**config.mk**
```make
export PLATFORM = sky130hd
export DESIGN_NAME = fadd_arbiter
export DESIGN_NICKNAME = d
export VERILOG_FILES = /design/src/rtl/fpu_pkg.sv /design/src/rtl/fadd.sv /design/src/rtl/fpu_rr_arbiter.sv /design/src/rtl/fadd_arbiter.sv
export SDC_FILE = /design/constraint.sdc
export NUM_CORES = 1
export LEC_CHECK = 0
export BUFFER_PORTS_ARGS = -buffer_cell sky130_fd_sc_hd__buf_4
export CORE_UTILIZATION = 50
export CTS_BUF_LIST = sky130_fd_sc_hd__clkbuf_4 sky130_fd_sc_hd__clkbuf_8
export CTS_CLUSTER_SIZE = 30
export DETAILED_ROUTE_END_ITERATION = 16
export PLACE_DENSITY = 0.72
export SYNTH_ARGS = -nofsm -noshare
export SYNTH_HDL_FRONTEND = slang
export SYNTH_SLANG_ARGS = --single-unit
```
**constraint.sdc**
```tcl
create_clock -name clk -period 20.1 [get_ports clk]
set_clock_uncertainty 0.1 [all_clocks]
set_input_delay 4.02 -clock clk [delete_from_list [all_inputs] [get_ports clk]]
set_output_delay 4.02 -clock clk [all_outputs]
set_load 0.02 [all_outputs]
```
**src/rtl/fpu_pkg.sv**
```systemverilog
// rtl/fpu_pkg.sv - shared FP types, rounding modes and fadd arbiter states
package fpu_pkg;

  typedef logic [31:0] fp32_t;
  typedef logic [2:0]  rm_t;

  localparam rm_t RM_RNE = 3'd0;
  localparam rm_t RM_RTZ = 3'd1;
  localparam rm_t RM_RDN = 3'd2;
  localparam rm_t RM_RUP = 3'd3;
  localparam rm_t RM_RMM = 3'd4;

  localparam fp32_t FP32_QNAN = 32'h7FC0_0000;

  typedef enum logic [1:0] {
    IDLE = 2'd0,
    EXEC = 2'd1,
    RESP = 2'd2
  } fadd_arb_state_t;

endpackage

```
**src/rtl/fadd.sv**
```systemverilog
// rtl/fadd.sv - combinational IEEE-754 single-precision adder, five rounding modes
module fadd
  import fpu_pkg::*;
(
  input  fp32_t a,
  input  fp32_t b,
  input  rm_t   rm,
  output fp32_t y
);
  logic        a_nan, b_nan, a_inf, b_inf, swap, eff_sub, sgn;
  logic        inc, lsb, g, rs, hid, ovf_max;
  fp32_t       x, z;
  logic [9:0]  ex, ez, d, sh, e_n, e_r;
  logic [23:0] mx, mz;
  logic [53:0] wide;
  logic [26:0] mz_al, n;
  logic [27:0] s;
  logic [4:0]  lz;
  logic [24:0] m;
  logic [22:0] mant;

  always_comb begin
    a_nan = (&a[30:23]) && (|a[22:0]);
    b_nan = (&b[30:23]) && (|b[22:0]);
    a_inf = (&a[30:23]) && !(|a[22:0]);
    b_inf = (&b[30:23]) && !(|b[22:0]);
    swap  = b[30:0] > a[30:0];
    x     = swap ? b : a;
    z     = swap ? a : b;
    ex    = (x[30:23] == 8'd0) ? 10'd1 : {2'b00, x[30:23]};
    ez    = (z[30:23] == 8'd0) ? 10'd1 : {2'b00, z[30:23]};
    mx    = {|x[30:23], x[22:0]};
    mz    = {|z[30:23], z[22:0]};
    d     = ex - ez;
    // Three extra low bits carry guard/round/sticky through alignment.
    wide  = {mz, 30'd0} >> ((d > 10'd27) ? 10'd27 : d);
    mz_al = {wide[53:28], wide[27] | (|wide[26:0])};
    eff_sub = x[31] ^ z[31];
    sgn     = x[31];
    s = eff_sub ? ({1'b0, mx, 3'b000} - {1'b0, mz_al})
                : ({1'b0, mx, 3'b000} + {1'b0, mz_al});

    lz = 5'd0;
    for (int i = 0; i < 27; i++) begin
      if (s[i]) lz = 5'(26 - i);
    end

    sh = 10'd0;
    if (s[27]) begin
      n   = {s[27:2], s[1] | s[0]};
      e_n = ex + 10'd1;
    end else begin
      // Stop normalising at exponent 1 so tiny results land as subnormals.
      sh  = ({5'd0, lz} < (ex - 10'd1)) ? {5'd0, lz} : (ex - 10'd1);
      n   = s[26:0] << sh;
      e_n = ex - sh;
    end

    lsb = n[3];
    g   = n[2];
    rs  = n[1] | n[0];
    case (rm)
      RM_RTZ:  inc = 1'b0;
      RM_RDN:  inc = sgn & (g | rs);
      RM_RUP:  inc = ~sgn & (g | rs);
      RM_RMM:  inc = g;
      default: inc = g & (rs | lsb);
    endcase

    m       = {1'b0, n[26:3]} + {24'd0, inc};
    e_r     = m[24] ? (e_n + 10'd1) : e_n;
    mant    = m[24] ? 23'd0 : m[22:0];
    hid     = m[24] | m[23];
    ovf_max = (rm == RM_RTZ) || ((rm == RM_RDN) && !sgn) || ((rm == RM_RUP) && sgn);

    if (e_r >= 10'd255)
      y = ovf_max ? {sgn, 8'hFE, 23'h7FFFFF} : {sgn, 8'hFF, 23'd0};
    else
      y = {sgn, hid ? e_r[7:0] : 8'h00, mant};

    if (s == 28'd0) y = {eff_sub ? (rm == RM_RDN) : sgn, 31'd0};

    if (a_nan || b_nan || (a_inf && b_inf && (a[31] != b[31]))) y = FP32_QNAN;
    else if (a_inf) y = a;
    else if (b_inf) y = b;
  end

endmodule

```
**src/rtl/fpu_rr_arbiter.sv**
```systemverilog
// rtl/fpu_rr_arbiter.sv - round-robin pick of the first request at or after ptr
module fpu_rr_arbiter #(
  parameter int N = 4
) (
  input  logic [N-1:0]         req,
  input  logic [$clog2(N)-1:0] ptr,
  input  logic                 en,
  output logic [N-1:0]         gnt,
  output logic [$clog2(N)-1:0] idx
);
  localparam int W = $clog2(N);

  logic         found;
  logic [W-1:0] j;

  // Scanning from the far end lets the candidate nearest ptr win last.
  always_comb begin
    idx   = '0;
    found = 1'b0;
    j     = '0;
    for (int k = N - 1; k >= 0; k--) begin
      j = W'((int'(ptr) + k) % N);
      if (req[j]) begin
        idx   = j;
        found = 1'b1;
      end
    end
    gnt = '0;
    if (en && found) gnt[idx] = 1'b1;
  end

endmodule

```
**src/rtl/fadd_arbiter.sv**
```systemverilog
// rtl/fadd_arbiter.sv - shares one fadd among NREQ requesters, one op in flight
module fadd_arbiter
  import fpu_pkg::*;
#(
  parameter int NREQ = 4
) (
  input  logic                  clk,
  input  logic                  rst_n,
  input  logic [NREQ-1:0]       req_valid,
  output logic [NREQ-1:0]       req_ready,
  input  logic [NREQ-1:0][31:0] req_a,
  input  logic [NREQ-1:0][31:0] req_b,
  input  logic [NREQ-1:0][2:0]  req_rm,
  output logic [NREQ-1:0]       resp_valid,
  input  logic [NREQ-1:0]       resp_ready,
  output logic [31:0]           resp_data,
  output logic                  busy
);
  localparam int PW = $clog2(NREQ);

  fadd_arb_state_t state_q, state_d;
  logic [PW-1:0]   rr_ptr_q, rr_ptr_d, grant_q, grant_d, gnt_idx;
  fp32_t           a_q, a_d, b_q, b_d, res_q, res_d, fadd_y;
  rm_t             rm_q, rm_d;
  logic [NREQ-1:0] gnt;
  logic            arb_en;

  // Gating with rst_n keeps req_ready low for the whole reset window.
  assign arb_en = (state_q == IDLE) && rst_n;

  fpu_rr_arbiter #(.N(NREQ)) u_arb (
    .req (req_valid),
    .ptr (rr_ptr_q),
    .en  (arb_en),
    .gnt (gnt),
    .idx (gnt_idx)
  );

  fadd u_fadd (
    .a  (a_q),
    .b  (b_q),
    .rm (rm_q),
    .y  (fadd_y)
  );

  always_comb begin
    state_d    = state_q;
    rr_ptr_d   = rr_ptr_q;
    grant_d    = grant_q;
    a_d        = a_q;
    b_d        = b_q;
    rm_d       = rm_q;
    res_d      = res_q;
    resp_valid = '0;
    case (state_q)
      IDLE: begin
        if (|gnt) begin
          a_d      = req_a[gnt_idx];
          b_d      = req_b[gnt_idx];
          rm_d     = req_rm[gnt_idx];
          grant_d  = gnt_idx;
          rr_ptr_d = (gnt_idx == PW'(NREQ - 1)) ? '0 : gnt_idx + 1'b1;
          state_d  = EXEC;
        end
      end
      EXEC: begin
        res_d   = fadd_y;
        state_d = RESP;
      end
      RESP: begin
        resp_valid[grant_q] = 1'b1;
        if (resp_ready[grant_q]) state_d = IDLE;
      end
      default: state_d = IDLE;
    endcase
  end

  always_ff @(posedge clk or negedge rst_n) begin
    if (!rst_n) begin
      state_q  <= IDLE;
      rr_ptr_q <= '0;
      grant_q  <= '0;
      a_q      <= '0;
      b_q      <= '0;
      rm_q     <= '0;
      res_q    <= '0;
    end else begin
      state_q  <= state_d;
      rr_ptr_q <= rr_ptr_d;
      grant_q  <= grant_d;
      a_q      <= a_d;
      b_q      <= b_d;
      rm_q     <= rm_d;
      res_q    <= res_d;
    end
  end

  assign req_ready = gnt;
  assign resp_data = res_q;
  assign busy      = (state_q != IDLE);

endmodule

```
==> metrics.md <==
| Metric | Value |
|---|---|
| Synth cell types | `between 100 and 150` |
| Drt pass-1 iters | `7` |
| Vias in the first global route | `22.6k` |
| Clock-pin slew on the worst setup and hold paths | `110 ps` |
| Slew @ Worst Pin | `1120 ps` |
| Final period util | `0.937` |
| Share of synthesized registers carrying an async set or reset | `1.00` |
| Critical Path RT | `approximately 20000 ps` |
| R2r endpoint | `resp_data[0]$_DFFE_PN0N_` |
| Synth area leader | `dfrtp_1` |
| Max-cap violations | `0` |
| Setup TNS Final | `0 ps` |
| Final GP Congestion | `1.10` |
| Die footprint | `38600 µm²` |
| Routed vias/inst | `just under 7` |
| Final HPWL DP | `67.4 mm` |
| Share of the synthesized area in the top cell type | `0.139` |
| PortBufs | `approximately 320` |
| Worst Path Max Fanout | `33` |
| DRT iter0 DRCs | `between 3k and 4k` |
| FF-to-FF path depth | `67` |
| Hold Path Sink | `resp_data[9]$_DFFE_PN0N_` |
| First-pass GRT wire length | `approximately 130 mm` |
| Worst-case clock buffer depth | `2` |
| FF+latch count, synth | `105` |
| Warnings from Yosys | `0` |
| Fin area | `21900 µm²` |
| Synthesized area per cell | `roughly 6.7 µm²` |
| Gr usage total | `0.427` |
| WHS | `roughly 400 ps` |
| Slew HR | `0.247` |
| Final min period | `~19000 ps` |
| Hold buffer count at cts | `0` |
| Post-synth EDFFs | `0` |
| Hold Path Class | `reg -> reg` |
| R2R Setup Slk | `approximately 1300 ps` |
| Via count | `approximately 24k` |
| CP max stage delay | `between 900 and 1000 ps` |
| Global route overflow | `0` |
| Core ar. | `between 30000 and 40000 µm²` |
| Most frequent cell after synthesis | `nand2_1` |
| Post-synth top flop | `dfrtp_1` |
| Pin count of the biggest net entering global routing | `94` |
| Startpoint types | `flop` |
| Slowest stage cell, crit path | `xnor2_1` |
| Synth Cell Area | `18900 µm²` |
| Number of remaining DRC errors | `0` |
| Outcome | `complete, no violations` |
| Die span in y | `about 200 µm` |
| WP data arrival | `about 19000 ps` |
| Worst path most repeated cell | `ha_1` |
| Placed inst area | `roughly 22000 µm²` |
| Reg2reg start | `a_q[25]$_DFFE_PN0P_` |
| Antenna violations before repair | `3` |
| Crit Path Category | `reg -> reg` |
| Max Freq | `~0.053 GHz` |
| Routed Antenna Nets | `0` |
| # rows | `70` |
| Mapped Cells | `2832` |
| Synthesized net count | `approximately 3.2k` |
| Nets | `about 3.4k` |
| Synth cell count leaders | `592 x nand2_1, 224 x o21ai_0, 206 x nand3_1` |
| Root Buffer | `clkbuf_8` |
| Final setup vio count | `0` |
| Top cells by area, synth | `dfrtp_1 14%, nand2_1 12%, ha_1 7.0%` |
| H-tree Lvls | `3` |
| Clk sinks | `about 110` |
| Crit path from | `a_q[25]$_DFFE_PN0P_` |
| Chip Width | `~200 µm` |
| Post-Route WL | `about 85 mm` |
| CTS tree | `built` |
| Worst-Skew Late Latency | `between 400 and 500 ps` |
| IO Pins | `about 320` |
| Worst setup EP type | `flop` |
| Final hold violations | `0` |
| Wirelength per Cell | `approximately 24 µm` |
| Slew Limit Fails | `0` |
| Worst hold path cell count | `2` |
| CTS buffer count | `9` |
| Hold path start | `resp_data[9]$_DFFE_PN0N_` |
| Initial Utilization | `0.512` |
| Share of post-route cells with drive strength above 1 | `0.175` |
| Register area share after synthesis | `0.139` |
| Syn-to-layout area delta | `15.8%` |
==> per-layer routing <==
| layer | share of wire | wire [µm] | global-route usage |
|---|---|---|---|
| met5 | 0.00015 | 13 | 0 |
| met4 | 0.077 | 6520 | 0.293 |
| met3 | 0.10 | 8600 | 0.0868 |
| met2 | 0.45 | 38100 | 0.683 |
| met1 | 0.37 | 31300 | 0.515 |
==> how the worst max path moves through the flow <==
stage | end | slack, ps
after global placement | resp_data[5]$_DFFE_PN0N_ | 2140
after CTS | resp_data[17]$_DFFE_PN0N_ | 1010
after detailed placement | resp_data[17]$_DFFE_PN0N_ | 1100
final | resp_data[0]$_DFFE_PN0N_ | 1270
after global routing | resp_data[25]$_DFFE_PN0N_ | -9
after floorplan | resp_data[10]$_DFFE_PN0N_ | 4170
==> placed cells by master, fill, tap and decap left out, types with 20 or more instances in the layout <==
master,Yosys,layout
mux2_2,28,28
mux2i_1,59,58
nand2b_1,29,29
inv_1,108,108
or3_1,22,22
nand3_1,206,206
and3_1,31,31
nand2_1,592,592
nor3_1,99,96
a22oi_1,20,20
xnor2_1,40,39
o21ai_1,20,20
a21o_1,26,26
a31oi_1,35,35
a211oi_1,30,30
nor4_1,37,33
ha_1,106,106
o31ai_1,23,23
dfrtp_1,105,105
a21oi_1,174,174
nor2_1,154,153
o21ai_0,224,224
o211ai_1,34,34
and2_1,27,27
buf_4,8,375
nand4_1,35,35
==> logic make-up after synthesis <==
logic type,count (synthesis),synth area share
adder cells (fa/ha/maj),109,0.0732
XOR/XNOR,56,0.0263
AO/OA/AOI/OAI,841,0.303
multiplexers,100,0.0619
flip-flops,105,0.139
AND/OR/NAND/NOR,1332,0.333
other,1,0.000198
buffers and inverters,288,0.0641
==> stage by stage <==
stage               setup slack, ps  utilization  std cells
floorplan                      4170            -       2832
global placement               2140        0.585       3537
detailed placement             1100        0.585       3537
CTS                            1010        0.590       3553
global route                  -8.51        0.593       3560
finish                         1270        0.593       3562
==> critical path, delay by kind of cell, from the launching register on <==
family | cells | cell delay (ps)
adders and majority gates | 7 | 2080
AOI/OAI and AO/OA | 23 | 5920
xor gates and xnor gates | 1 | 930
muxes | 2 | 610
and+or+nand+nor | 26 | 6680
buffers and inverters | 8 | 1750
DFF | 1 | 570
==> sequential cells by signal, indices dropped and copies added, names as in the netlist <==
register   cells
a_q           32
b_q           32
resp_data     32
rm_q           3
grant_q        2
rr_ptr_q       2
state_q        2
==> layout make-up <==
type | count | area (µm²)
multi-input cells | 2439 | 15200
inverters | 118 | 445
repair buffers | 376 | 2840
clock buffers | 10 | 131
clock inverters | 6 | 50.0
fillers | 3474 | 15000
diodes | 4 | 10.0
flip-flops and latches | 105 | 2630
well taps | 504 | 631
==> timing repair <==
item	in CTS	in global routing
resized for setup	0	5
setup buffers	0	5
endpoints found under the setup margin	0	31
Power is not shown: default switching activity piles up to over one toggle a cycle in this logic, so the estimate is an artifact.
